## config.mk

```make
export PLATFORM = sky130hd
export DESIGN_NAME = audio_pwm_dac
export DESIGN_NICKNAME = d
export VERILOG_FILES = /design/src/rtl/audio_pwm_dac.sv
export SDC_FILE = /design/constraint.sdc
export NUM_CORES = 1
export LEC_CHECK = 0
export BUFFER_PORTS_ARGS = -buffer_cell sky130_fd_sc_hd__clkbuf_2
export CORE_MARGIN = 5
export CORE_UTILIZATION = 45
export CTS_BUF_LIST = sky130_fd_sc_hd__clkbuf_8
export CTS_CLUSTER_DIAMETER = 120
export CTS_CLUSTER_SIZE = 28
export DETAILED_ROUTE_END_ITERATION = 12
export PLACE_DENSITY_LB_ADDON = 0.15
export SLEW_MARGIN = 20
export SYNTH_ARGS = -nofsm -noshare
export SYNTH_HDL_FRONTEND = slang
export SYNTH_SLANG_ARGS = --single-unit
```

## constraint.sdc

```tcl
create_clock -name clk -period 5.8 [get_ports clk]
set_input_delay 0.29 -clock clk [delete_from_list [all_inputs] [get_ports clk]]
set_output_delay 0.29 -clock clk [all_outputs]
set_load 0.005 [all_outputs]
```

## src/rtl/audio_pwm_dac.sv

```systemverilog
// Audio sink: buffers 16-bit signed samples in a small FIFO. It releases one sample
// per sample period and drives a PWM bit whose duty is reloaded only at PWM period boundaries.
module audio_pwm_dac #(
  parameter int SAMPLE_DIVIDE = 2268,
  parameter int PWM_BITS      = 10,
  parameter int FIFO_DEPTH    = 16
) (
  input  logic                          clk,
  input  logic                          rst,
  input  logic [31:0]                   input_audio,
  input  logic                          input_audio_stb,
  output logic                          input_audio_ack,
  input  logic                          clear_underrun,
  output logic                          audio_pwm,
  output logic                          audio_sd,
  output logic                          underrun,
  output logic [$clog2(FIFO_DEPTH):0]   fifo_level
);

  localparam int AW = $clog2(FIFO_DEPTH);
  localparam int LW = AW + 1;
  localparam int DW = $clog2(SAMPLE_DIVIDE);
  localparam logic [DW-1:0]       DIV_MAX  = DW'(SAMPLE_DIVIDE - 1);
  localparam logic [LW-1:0]       LVL_FULL = LW'(FIFO_DEPTH);
  localparam logic [PWM_BITS-1:0] PWM_MAX  = '1;
  localparam logic [PWM_BITS-1:0] DUTY_MID = {1'b1, {(PWM_BITS-1){1'b0}}};

  logic [15:0]         r_mem [FIFO_DEPTH];
  logic [AW-1:0]       r_wr_ptr;
  logic [AW-1:0]       r_rd_ptr;
  logic [LW-1:0]       r_level;
  logic [DW-1:0]       r_div;
  logic [15:0]         r_sample;
  logic [PWM_BITS-1:0] r_duty;
  logic [PWM_BITS-1:0] r_pwm_cnt;
  logic                r_pwm;
  logic                r_sd;
  logic                r_underrun;

  logic                w_full;
  logic                w_empty;
  logic                w_push;
  logic                w_tick;
  logic                w_pop;
  logic [15:0]         w_sample_u;
  logic [PWM_BITS-1:0] w_duty_next;
  logic                w_unused;

  assign w_full          = (r_level == LVL_FULL);
  assign w_empty         = (r_level == '0);
  assign input_audio_ack = !w_full && !rst;
  assign w_push          = input_audio_stb && input_audio_ack;
  assign w_tick          = (r_div == DIV_MAX);
  assign w_pop           = w_tick && !w_empty;

  // Offset binary: signed full-scale negative maps to duty 0.
  assign w_sample_u  = r_sample ^ 16'h8000;
  assign w_duty_next = w_sample_u[15 -: PWM_BITS];
  assign w_unused    = ^{input_audio[31:16], w_sample_u};

  always_ff @(posedge clk) begin
    if (w_push) r_mem[r_wr_ptr] <= input_audio[15:0];
  end

  always_ff @(posedge clk) begin
    if (rst) begin
      r_wr_ptr <= '0;
      r_rd_ptr <= '0;
      r_level  <= '0;
      r_sample <= '0;
    end else begin
      if (w_push) r_wr_ptr <= r_wr_ptr + 1'b1;
      if (w_pop) begin
        r_rd_ptr <= r_rd_ptr + 1'b1;
        r_sample <= r_mem[r_rd_ptr];
      end
      if (w_push && !w_pop)      r_level <= r_level + 1'b1;
      else if (w_pop && !w_push) r_level <= r_level - 1'b1;
    end
  end

  always_ff @(posedge clk) begin
    if (rst) r_div <= '0;
    else     r_div <= w_tick ? '0 : r_div + 1'b1;
  end

  // A new underrun event beats a simultaneous clear.
  always_ff @(posedge clk) begin
    if (rst)                     r_underrun <= 1'b0;
    else if (w_tick && w_empty)  r_underrun <= 1'b1;
    else if (clear_underrun)     r_underrun <= 1'b0;
  end

  always_ff @(posedge clk) begin
    if (rst) begin
      r_pwm_cnt <= '0;
      r_duty    <= DUTY_MID;
      r_pwm     <= 1'b0;
      r_sd      <= 1'b0;
    end else begin
      r_pwm_cnt <= r_pwm_cnt + 1'b1;
      if (r_pwm_cnt == PWM_MAX) r_duty <= w_duty_next;
      r_pwm     <= (r_pwm_cnt < r_duty);
      r_sd      <= 1'b1;
    end
  end

  assign audio_pwm  = r_pwm;
  assign audio_sd   = r_sd;
  assign underrun   = r_underrun;
  assign fifo_level = r_level;

endmodule

```

======== Word level (Yosys, flattened, before mapping) ========
Memory sizes are Yosys's and may differ from the RTL's. A register that Yosys moved wholly into a read port is not among the register bits.
Cells that the tools add are included.
word-level totals
  flip-flop bits (word level) ............. 48
  memories ................................ 1
  output and inout port bits .............. 9
  bits of input ports ..................... 36
  bits in writable memories ............... 256
operators by class
  reduce and logical (&&, ||, !) cells .... 15
  $lt $le $gt $ge ......................... 1
  equality and inequality tests ........... 3
  add/sub/neg operators ................... 6
  bitwise logic cells ..................... 1
  muxes and demuxes ....................... 7
memories
  memory  depth  width  read ports  clocked after Yosys merged registers in  write ports  line  text
  r_mem   16     16     1           1                                        1            28    logic [15:0] r_mem [FIFO_DEPTH];
operators by type and width
  cell                                              number
  adder 12 x 1 -> 12 bit, second input constant     1
  equality test 12 bit, second input constant       1
  adder 10 x 1 -> 10 bit, second input constant     1
  equality test 10 bit, second input constant       1
  less-than comparator 10 bit                       1
  two-way mux 5 bit                                 2
  adder 4 x 1 -> 4 bit, second input constant       2
  logical AND 1 bit                                 6
  adder 5 x 1 -> 5 bit, second input constant       1
  equality test 5 bit, second input constant        1
  logical NOT 1 bit                                 5
  logical NOT 5 bit                                 1
  two-way mux 1 bit                                 5
  subtractor 5 x 1 -> 5 bit, second input constant  1
  nonzero test 2 bit                                2
  OR reduction 2 bit                                1
  inverter 1 bit                                    1

======== Logic depth before layout (Yosys ltp) ========
Gate-level depths: netlist of run 1.
  depth in word-level cells ............... 8
  mapped depth ............................ 14
  depth with buffers taken out ............ 13

======== Least setup slack after synthesis of run 1 ========
No wires, ideal clock.
  path kind ............................... register to register
  start ................................... reg r_div[0]
  end ..................................... reg r_level[4], in the netlist fifo_level[4]
  cell stages (with the launch flop) ...... 15
  buffers on the path ..................... 1
  required time ........................... 5.730 ns
  data arrival time ....................... 2.832 ns
  slack ................................... 2.898 ns
  library setup time ...................... 0.070 ns
  cells stage by stage .................... dfxtp_1 > ha_1 > nand4bb_1 > nor4_4 > and2_4 > inv_2 > buf_6 > ha_1 > inv_1 > ha_1 > a21o_1 > a21oi_1 > xnor2_1 > or3_1 > a21oi_1
on the way
  longest elaborated chain between the ends .. 5
RTL lines
  what                                                     line  text
  start: declaration                                       32    logic [DW-1:0] r_div;
  start signal: assignment                                 84    else r_div <= w_tick ? '0 : r_div + 1'b1;
  equality test 12 bit *                                   53    assign w_tick = (r_div == DIV_MAX);
  logical AND 1 bit *                                      54    assign w_pop = w_tick && !w_empty;
  logical NOT 1 bit                                        77    if (w_push && !w_pop) r_level <= r_level + 1'b1;
  logical AND 1 bit                                        77
  two-way mux 5 bit or nonzero test 2 bit (tied branches)  -
  end signal: assignment                                   77
  end signal: assignment                                   78    else if (w_pop && !w_push) r_level <= r_level - 1'b1;
  end: declaration                                         31    logic [LW-1:0] r_level;
Mark *: on every way between the ends. The rest lies on a longest branch, timed or not.
A chain may end at the register's enable or synchronous reset.

======== Final worst setup path of run 1 ========
Ends and elaborated chain as after synthesis.

==> results.json, run 1 <==
{
  "status": "finished, final reports clean",
  "fp.dieW_um": 150.0,
  "wl_per_cell_um": 18.87,
  "clk_path_buf_depth": 3,
  "synth_top_family_by_area": "multiplexers",
  "final_layout_size_suffix_gt1_share_pct": 15.66,
  "p_per_area_nw_per_um2": 260.6,
  "cts_sinks": 218,
  "yosysSeqAreaShare_pct": 67.66,
  "grt_pass1_vias": 4477,
  "critPathRequiredTime_ps": 6240,
  "syn_area_per_cell_um2": 15.69,
  "dr.pass1.iters": 4,
  "fin_crit_sh_pct": 56.40,
  "synth_cells": 562,
  "cts.htree.levels": 1,
  "synth_fa_ha_area_share_pct": 3.065,
  "drc": 0,
  "grt_max_degree": 50,
  "hold_path_class": "input port to flip-flop",
  "cts_root_buffer": "clkbuf_8",
  "path_class": "flip-flop to flip-flop",
  "synth.distinct_cells": 46,
  "globalplace.congestion": 0.8087,
  "num_vias": 4472,
  "final_hold_viol_count": 0,
  "endpoint_kind": "flip-flop",
  "drt_wl_total_um": 15970,
  "coreArea_um2": 19400,
  "synth_compound_area_share_pct": 4.229,
  "peakVddDrop_mv": 0.2510,
  "ctsHoldBuffers": 0,
  "cts_tree": "yes",
  "startpoint_type": "flip-flop",
  "cp_max_fo": 13,
  "clk_latency_ps": 500,
  "max_freq_mhz": 305.7,
  "post_cts_buffers": 0,
  "drtAntennaViolNets": 0,
  "gr-total-overflow": 0,
  "fin_crit_ps": 3271,
  "synth_area_leader_cell": "edfxtp_1",
  "dieArea_um2": 22490,
  "nets": 636,
  "yosys.area_share.simple_pct": 8.046,
  "pin_count": 45,
  "post_cts_resize_count": 0,
  "setup_violations": 0,
  "nFillCells": 1739,
  "ys_top_cells_by_count": "160 x edfxtp_1, 59 x nor2_1, 58 x dfxtp_1, 43 x nand2_1, 28 x mux4_2",
  "area_growth_pct": 6.088,
  "crit_arrival_ps": 3710,
  "ys_async_sr_fraction_pct": 0,
  "power_leakage_uw": 0.002993,
  "setup_tns_ps": 0,
  "grt_first_pass_wirelength_um": 25240,
  "synth-edff-count": 160,
  "post_dp_cell_area_um2": 9170,
  "synth_ff_type": "edfxtp_1",
  "drtIter0Drc": 177,
  "cap_violations": 0,
  "numCtsBuffers": 11,
  "fin_skew_ps": 22.17,
  "rsz0062_at_grt": "no",
  "row_count": 51,
  "initial_core_util_pct": 45.45,
  "synth.ff_latch_count": 218,
  "synth_area_um2": 8817,
  "place.detailed.hpwl_um": 10050,
  "synth_area_leaders": "edfxtp_1 54%, dfxtp_1 13%, mux4_2 7.2%",
  "clk_transition_reported_paths_ps": 160,
  "synth_most_common_cell": "edfxtp_1",
  "io_buffers": 22,
  "synthXorXnorAreaFrac_pct": 2.583,
  "die_y_um": 150.0,
  "slew-limit-headroom_pct": 28.68,
  "fin_area_um2": 9354,
  "synth_nets": 619,
  "synth_warnings": 0,
  "antennaDiodeCount": 0,
  "via_per_inst": 5.286,
  "tightest_slew_ps": 1066,
  "synth_top_area_share_pct": 54.49,
  "antenna_found_initial": 0,
  "muxShareOfSynthArea_pct": 11.98,
  "drv_slew": 0,
  "grt_usage_pct": 14.62
}
## cells by family (layout without fill, tap and decap cells)
group / Yosys count / count (layout)
buf+inv: 44 / 63
mux: 51 / 51
xor+xnor: 26 / 26
simple gates: 149 / 149
compound gates: 53 / 53
fa+ha+maj: 21 / 21
flops: 218 / 218
## where the power goes
| part | leakage [uW] | switching, uW | internal, uW |
|---|---|---|---|
| Sequential | 0.00191 | 15.9 | 1690 |
| Clock | 0.0000992 | 432 | 181 |
| Combinational | 0.000981 | 72.1 | 47.6 |
## metrics by stage
stage                     setup WS, ps  total power [uW]  hold slack, ps  cells  util (%)
final                             2529              2438           55.17    846     48.22
after global routing              2217              2534           68.41    846     48.22
after CTS                         2497              2468           27.50    846     48.16
after detailed placement          2530              1861           446.4    831     47.27
after global placement            2570              1855           431.2    831     47.27
after floorplan                   2898              1811           388.9    562         -
## sequential cells by signal, summed over array words and instances, names as in the netlist
signal and cells:
r_mem 160, r_div 12, r_duty 10, r_pwm_cnt 10, r_sample 10, fifo_level 5
r_rd_ptr 4, r_wr_ptr 4, audio_pwm 1, audio_sd 1, underrun 1
## cell usage in the layout (no fill, tap or decap), types with 2 or more instances in the layout
cell type  count
nand2_1       43
xnor2_1       11
ha_1          20
inv_1         21
mux4_2        28
nor4_4         2
buf_4          7
nor2_1        54
a21oi_2        5
o21ai_0        5
clkbuf_8      11
nand4_1        6
dfxtp_2        2
nor2b_1        4
mux2i_1       11
nor3_1         4
nand2b_1       3
a22oi_1       20
or3_1          5
edfxtp_1     160
and3_1         2
nor2_2         5
or2_2          2
a21oi_1       14
nand3_1       10
xor2_1        15
nor4_1         2
a21o_1         3
dfxtp_1       56
clkbuf_2      22
mux4_1        12
## final timing paths
path                                           startpoint                          to  slack (ps)  cells after the start
worst max-delay path                  r_div[0]$_SDFF_PP0_  fifo_level[4]$_SDFFE_PP0P_        2530                     13
worst min-delay path                       clear_underrun       underrun$_SDFFE_PP0P_          60                      4
worst max register to register        r_div[0]$_SDFF_PP0_  fifo_level[4]$_SDFFE_PP0P_        2530                     13
worst min register to register  r_sample[10]$_SDFFE_PP0P_   r_sample[10]$_SDFFE_PP0P_         470                      2
## metal layers
layer / vias to the layer above / part of all wire [%] / track usage [%]
met5: - / 0 / 0
li1: 2137 / - / -
met4: 0 / 1.3 / 2.562
met1: 2256 / 46 / 20.37
met3: 17 / 3.4 / 2.302
met2: 62 / 50 / 24.78
## final cells by class
| class | instances | area, um2 | area share, % |
|---|---|---|---|
| Clock inverter | 4 | 20.02 | 0.2140 |
| Sequential cell | 218 | 5968 | 63.80 |
| Clock buffer | 11 | 151.4 | 1.619 |
| Timing Repair Buffer | 29 | 162.7 | 1.739 |
| Tap cell | 265 | 331.6 | 3.545 |
| Inverter | 19 | 71.32 | 0.7624 |
| Multi-Input combinational cell | 300 | 2649 | 28.32 |
## critical path: stages (launching register included)
cell and delay (ps):
dfxtp_1 390, ha_1 230, nand4bb_1 170, nor4_4 420
and2_4 310, inv_2 130, ha_1 230, inv_1 140
ha_1 290, a21o_1 190, a21oi_1 160, xnor2_1 90
or3_1 310, a21oi_1 140
Note: power is estimated with default switching activity, not from simulation.
==> inputs of run 2 (changes only) <==
Clock period 5.8 ns to 2.88 ns, I/O delays scaled along.
==> results.json, run 2 (synthesized netlist as in run 1, its figures left out) <==
{
  "grt_pass1_vias": 4615,
  "num_vias": 4553,
  "hold_path_class": "input port to flip-flop",
  "area_growth_pct": 8.812,
  "drtAntennaViolNets": 0,
  "regMostFlops": "r_mem",
  "peakVddDrop_mv": 0.5048,
  "drtIter0Drc": 240,
  "max_freq_mhz": 368.6,
  "drv_slew": 0,
  "nets": 661,
  "clk_transition_reported_paths_ps": 160,
  "path_class": "flip-flop to flip-flop",
  "r2r-start": "r_div[0]$_SDFF_PP0_",
  "fin_util_pct": 49.46,
  "critPathRequiredTime_ps": 3320,
  "globalplace.congestion": 0.7604,
  "final_layout_size_suffix_gt1_share_pct": 19.47,
  "nFillCells": 1690,
  "multi_input_area_um2": 2669,
  "place.detailed.hpwl_um": 10210,
  "p_per_area_nw_per_um2": 514.1,
  "setup_violations": 0,
  "dieArea_um2": 22490,
  "cp_max_fo": 4,
  "clk_path_buf_depth": 3,
  "reg2reg_slack_ps": 170,
  "endpoint_kind": "flip-flop",
  "fp.dieW_um": 150.0,
  "status": "finished, final reports clean",
  "power.total_uw": 4932,
  "crit_arrival_ps": 3150,
  "reg_top3": "r_mem x160, r_div x12",
  "final_hold_viol_count": 0,
  "layout_common_cells": "160 x edfxtp_1, 59 x nor2_1, 52 x dfxtp_1",
  "grt_usage_pct": 14.82,
  "wl_per_cell_um": 18.60,
  "antennaDiodeCount": 0,
  "fin_skew_ps": 22.85,
  "final_common_cell": "edfxtp_1",
  "seq_area_um2": 5973,
  "rsz0062_at_grt": "no",
  "largest_register_ffs": 160,
  "cts_sinks": 218,
  "grt_max_degree": 49,
  "drt_wl_total_um": 16200,
  "tightest_slew_ps": 674.4,
  "grt_first_pass_wirelength_um": 25810,
  "power_leakage_uw": 0.003129,
  "pin_count": 45,
  "cts_root_buffer": "clkbuf_8",
  "dr.pass1.iters": 4,
  "startpoint_type": "flip-flop",
  "fin_crit_ps": 2713,
  "post_dp_cell_area_um2": 9360,
  "initial_core_util_pct": 45.45,
  "die_y_um": 150.0,
  "clk_latency_ps": 510,
  "cts.htree.levels": 1,
  "fin_crit_sh_pct": 94.19,
  "slew-limit-headroom_pct": 55.04,
  "numCtsBuffers": 11,
  "hold_ws_ps": 31.15,
  "row_count": 51,
  "drc": 0,
  "via_per_inst": 5.227,
  "setup_tns_ps": 0,
  "antenna_found_initial": 0,
  "cap_violations": 0,
  "gr-total-overflow": 0,
  "cp-startpoint": "r_div[0]$_SDFF_PP0_",
  "cts_tree": "yes",
  "hold_start": "input_audio[6]",
  "io_buffers": 22,
  "fin_area_um2": 9594,
  "coreArea_um2": 19400
}
## run 2: report_power, final
group / switching, uW / internal (uW) / total [uW] / leakage (uW)
Combinational: 154 / 110 / 264 / 0.00112
Clock: 871 / 364 / 1240 / 0.0000992
Sequential: 31.0 / 3400 / 3430 / 0.00191
Total: 1060 / 3880 / 4930 / 0.00313
## run 2: path summary, 6_finish.rpt
check,endpoint,depth (start not counted)
hold reg to reg,r_sample[12]$_SDFFE_PP0P_,2
setup reg to reg,fifo_level[4]$_SDFFE_PP0P_,13
hold / removal,r_mem[15][6]$_DFFE_PP_,1
setup / recovery,fifo_level[4]$_SDFFE_PP0P_,13
## run 2: through the flow
step	worst slack [ps]	cells
floorplan	1.493	562
global placement	122.0	853
detailed placement	46.43	853
CTS	2.377	869
global route	17.01	871
finish	167.3	871
## run 2: final cells by class
cell class              instances  area share, %
flip-flops and latches        218          62.26
multi-input cells             300          27.82
repair buffers                 54          3.938
well taps                     265          3.456
clock buffers                  11          1.578
inverters                      19         0.7433
clock inverters                 4         0.2087
## run 2: layer usage
layer / part of all wire, % / wire length, um / track usage [%] / vias to the layer above
met2: 49 / 7969 / 25.46 / 61
met1: 47 / 7542 / 20.66 / 2296
met4: 1.3 / 206 / 2.333 / 0
met3: 3.0 / 483 / 2.029 / 12
met5: 0 / 0 / 0 / -
li1: - / - / - / 2184
## run 2: critical path: stages (launching register included)
cell and delay [ps]:
dfxtp_2 380, ha_4 170, nand4bb_4 120, nor4_4 300, and2_4 190, inv_2 30, ha_1 200, inv_2 90
ha_1 260, a21o_1 200, a21oi_2 140, xnor2_1 80, or3_1 310, a21oi_1 160
## run 2: what timing repair did
item,in CTS,in global routing
setup endpoints to repair,0,1
setup buffers,0,2
hold buffers,1,0
hold endpoints to repair,1,0
gates resized for setup,0,9
==> inputs of run 3 (changes only) <==
Settings changed: ABC_AREA set to 1.
==> results.json, run 3 <==
{
  "fin_skew_ps": 36.22,
  "p_per_area_nw_per_um2": 473.9,
  "seq_area_um2": 5967,
  "power.total_uw": 4893,
  "syn_area_per_cell_um2": 9.392,
  "synth_ff_type": "edfxtp_1",
  "synth_nets": 1082,
  "post_cts_buffers": 0,
  "numCtsBuffers": 11,
  "clk_latency_ps": 520,
  "rsz0062_at_grt": "no",
  "synth_warnings": 0,
  "synth-edff-count": 160,
  "r2r-start": "r_div[0]$_SDFF_PP0_",
  "ys_top_cells_by_count": "319 x nand2_1, 160 x edfxtp_1, 134 x inv_1, 130 x nand3_1, 58 x dfxtp_1",
  "synth.ff_latch_count": 218,
  "grt_usage_pct": 17.05,
  "globalplace.congestion": 0.8161,
  "fp.dieW_um": 156.3,
  "clk_transition_reported_paths_ps": 160,
  "via_per_inst": 4.842,
  "cts_tree": "yes",
  "fin_crit_ps": 2459,
  "area_growth_pct": 7.252,
  "place.detailed.hpwl_um": 12980,
  "peakVddDrop_mv": 0.5161,
  "initial_core_util_pct": 45.79,
  "dr_wl_met3_um": 637,
  "cap_violations": 0,
  "reg2regPathDepth": 14,
  "endpoint_kind": "flip-flop",
  "hold_path_class": "input port to flip-flop",
  "drt_wl_total_um": 20560,
  "slew-limit-headroom_pct": 56.11,
  "io_buffers": 22,
  "layout_common_cells": "319 x nand2_1, 160 x edfxtp_1, 139 x inv_1",
  "final_common_cell": "nand2_1",
  "synth_cells": 1025,
  "post_cts_resize_count": 0,
  "synth_area_leader_cell": "edfxtp_1",
  "ys_async_sr_fraction_pct": 0,
  "synth.distinct_cells": 33,
  "antenna_found_initial": 0,
  "cts_root_buffer": "clkbuf_8",
  "worst_hold_path.endpoint": "r_mem[1][7]$_DFFE_PP_",
  "coreArea_um2": 21020,
  "antennaDiodeCount": 0,
  "cts.htree.levels": 1,
  "yosysSeqAreaShare_pct": 61.97,
  "startpoint_type": "flip-flop",
  "nets": 1105,
  "fin_ws_ps": 421.5,
  "max_freq_mhz": 406.7,
  "nFillCells": 1897,
  "drt-met1-wl_um": 10030,
  "row_count": 53,
  "multi_input_area_um2": 2930,
  "drc": 0,
  "setup_tns_ps": 0,
  "reg2reg_slack_ps": 420,
  "dp.cells": 1307,
  "setup_violations": 0,
  "synth_area_leaders": "edfxtp_1 50%, nand2_1 12%, dfxtp_1 12%",
  "tightest_slew_ps": 657.7,
  "wl_per_cell_um": 15.49,
  "die_y_um": 156.3,
  "pin_count": 45,
  "grt_first_pass_wirelength_um": 33060,
  "reg_top3": "r_mem x160, r_div x12",
  "instances_no_fill": 1327,
  "place_ws_ps": 427.8,
  "gr-total-overflow": 0,
  "status": "finished, final reports clean",
  "hold_start": "input_audio[7]",
  "synth_top_area_share_pct": 49.91,
  "final_hold_viol_count": 0,
  "crit_arrival_ps": 2890,
  "path_class": "flip-flop to flip-flop",
  "drtIter0Drc": 432,
  "drv_slew": 0,
  "power_leakage_uw": 0.004290,
  "final_layout_size_suffix_gt1_share_pct": 8.365,
  "dr.pass1.iters": 5,
  "cts_sinks": 218,
  "clk_path_buf_depth": 3,
  "synth_area_um2": 9627,
  "grt_max_degree": 84,
  "largest_register_ffs": 160,
  "drtAntennaViolNets": 0,
  "synth_most_common_cell": "nand2_1",
  "cp_max_fo": 4,
  "r2r-end": "fifo_level[3]$_SDFFE_PP0P_",
  "critPathRequiredTime_ps": 3310,
  "grt_pass1_vias": 6146,
  "hold_depth": 1,
  "regMostFlops": "r_mem",
  "top_layer_used": "met4",
  "num_vias": 6425,
  "fin_crit_sh_pct": 85.37,
  "dr_wl_met2_um": 9619,
  "dieArea_um2": 24420
}
[run 3: changes by cell type after synthesis, moves of 11 or more]
cell      change
nand2_1     +276
nand3_1     +120
inv_1       +116
mux4_2       -28
a21oi_1      +24
a22oi_1      -20
clkbuf_1     +14
nor2_2       +14
mux4_1       -12
mux2i_1      -11
[run 3: power breakdown]
part / internal [uW] / switching [uW]
Clock: 368 / 894
Sequential: 3390 / 19.5
Combinational: 70.4 / 146
Total: 3830 / 1060
[run 3: logic make-up (layout without fill, tap and decap cells)]
kind of cell,after synthesis,after routing,synth area share (%)
xor gates and xnor gates,8,8,0.7279
DFF,218,218,61.97
adders and majority gates,21,21,2.807
buffers and inverters,184,211,7.590
and+or+nand+nor,535,535,23.65
AOI/OAI and AO/OA,59,59,3.249
[run 3: worst max path at each step]
stage | from | end | slack (ps) | cells past startpoint
final | r_div[0]$_SDFF_PP0_ | fifo_level[3]$_SDFFE_PP0P_ | 420 | 14
after global routing | fifo_level[0]$_SDFFE_PP0P_ | fifo_level[4]$_SDFFE_PP0P_ | 180 | 14
after CTS | r_div[0]$_SDFF_PP0_ | fifo_level[3]$_SDFFE_PP0P_ | 400 | 14
after detailed placement | r_div[0]$_SDFF_PP0_ | fifo_level[3]$_SDFFE_PP0P_ | 430 | 14
after global placement | r_div[0]$_SDFF_PP0_ | fifo_level[3]$_SDFFE_PP0P_ | 480 | 14
after floorplan | r_div[0]$_SDFF_PP0_ | fifo_level[3]$_SDFFE_PP0P_ | 480 | 15
[run 3: what timing repair did]
action	in CTS	in global routing
endpoints found under the hold margin	4	0
endpoints found under the setup margin	0	0
hold buffers	3	0
[run 3: layout make-up]
cell class / instances / share of cell area, %
Clock buffer: 11 / 1.466
Clock inverter: 6 / 0.2666
Inverter: 141 / 5.126
Multi-Input combinational cell: 623 / 28.38
Sequential cell: 218 / 57.79
Tap cell: 275 / 3.333
Timing Repair Buffer: 53 / 3.635
[run 3: worst max-delay path, cell delays in order (launching register included)]
cell and delay (ps):
dfxtp_1 390, ha_1 210, nand2_1 90, nor2_1 180, nand3b_4 130, nor2_8 120
inv_2 50, ha_1 200, inv_1 140, ha_1 300, a21oi_1 170, nand2_1 80
xor2_1 140, o21ai_0 140, inv_1 50
[run 3: routing by layer]
metal / vias up / global-route usage [%]
met5: - / 0
met4: 0 / 3.223
met3: 17 / 1.798
met2: 90 / 27.94
met1: 2976 / 24.98
li1: 3342 / -
[run 3: through the flow]
stage,util [%],hold WS (ps),cell area (um2)
5_1_grt,49.12,74.11,10320
3_3_place_gp,48.12,417.8,10120
3_5_place_dp,48.12,423.5,10120
2_1_floorplan,-,242.9,9627
6_report,49.12,76.78,10320
4_1_cts,49.12,53.63,10320
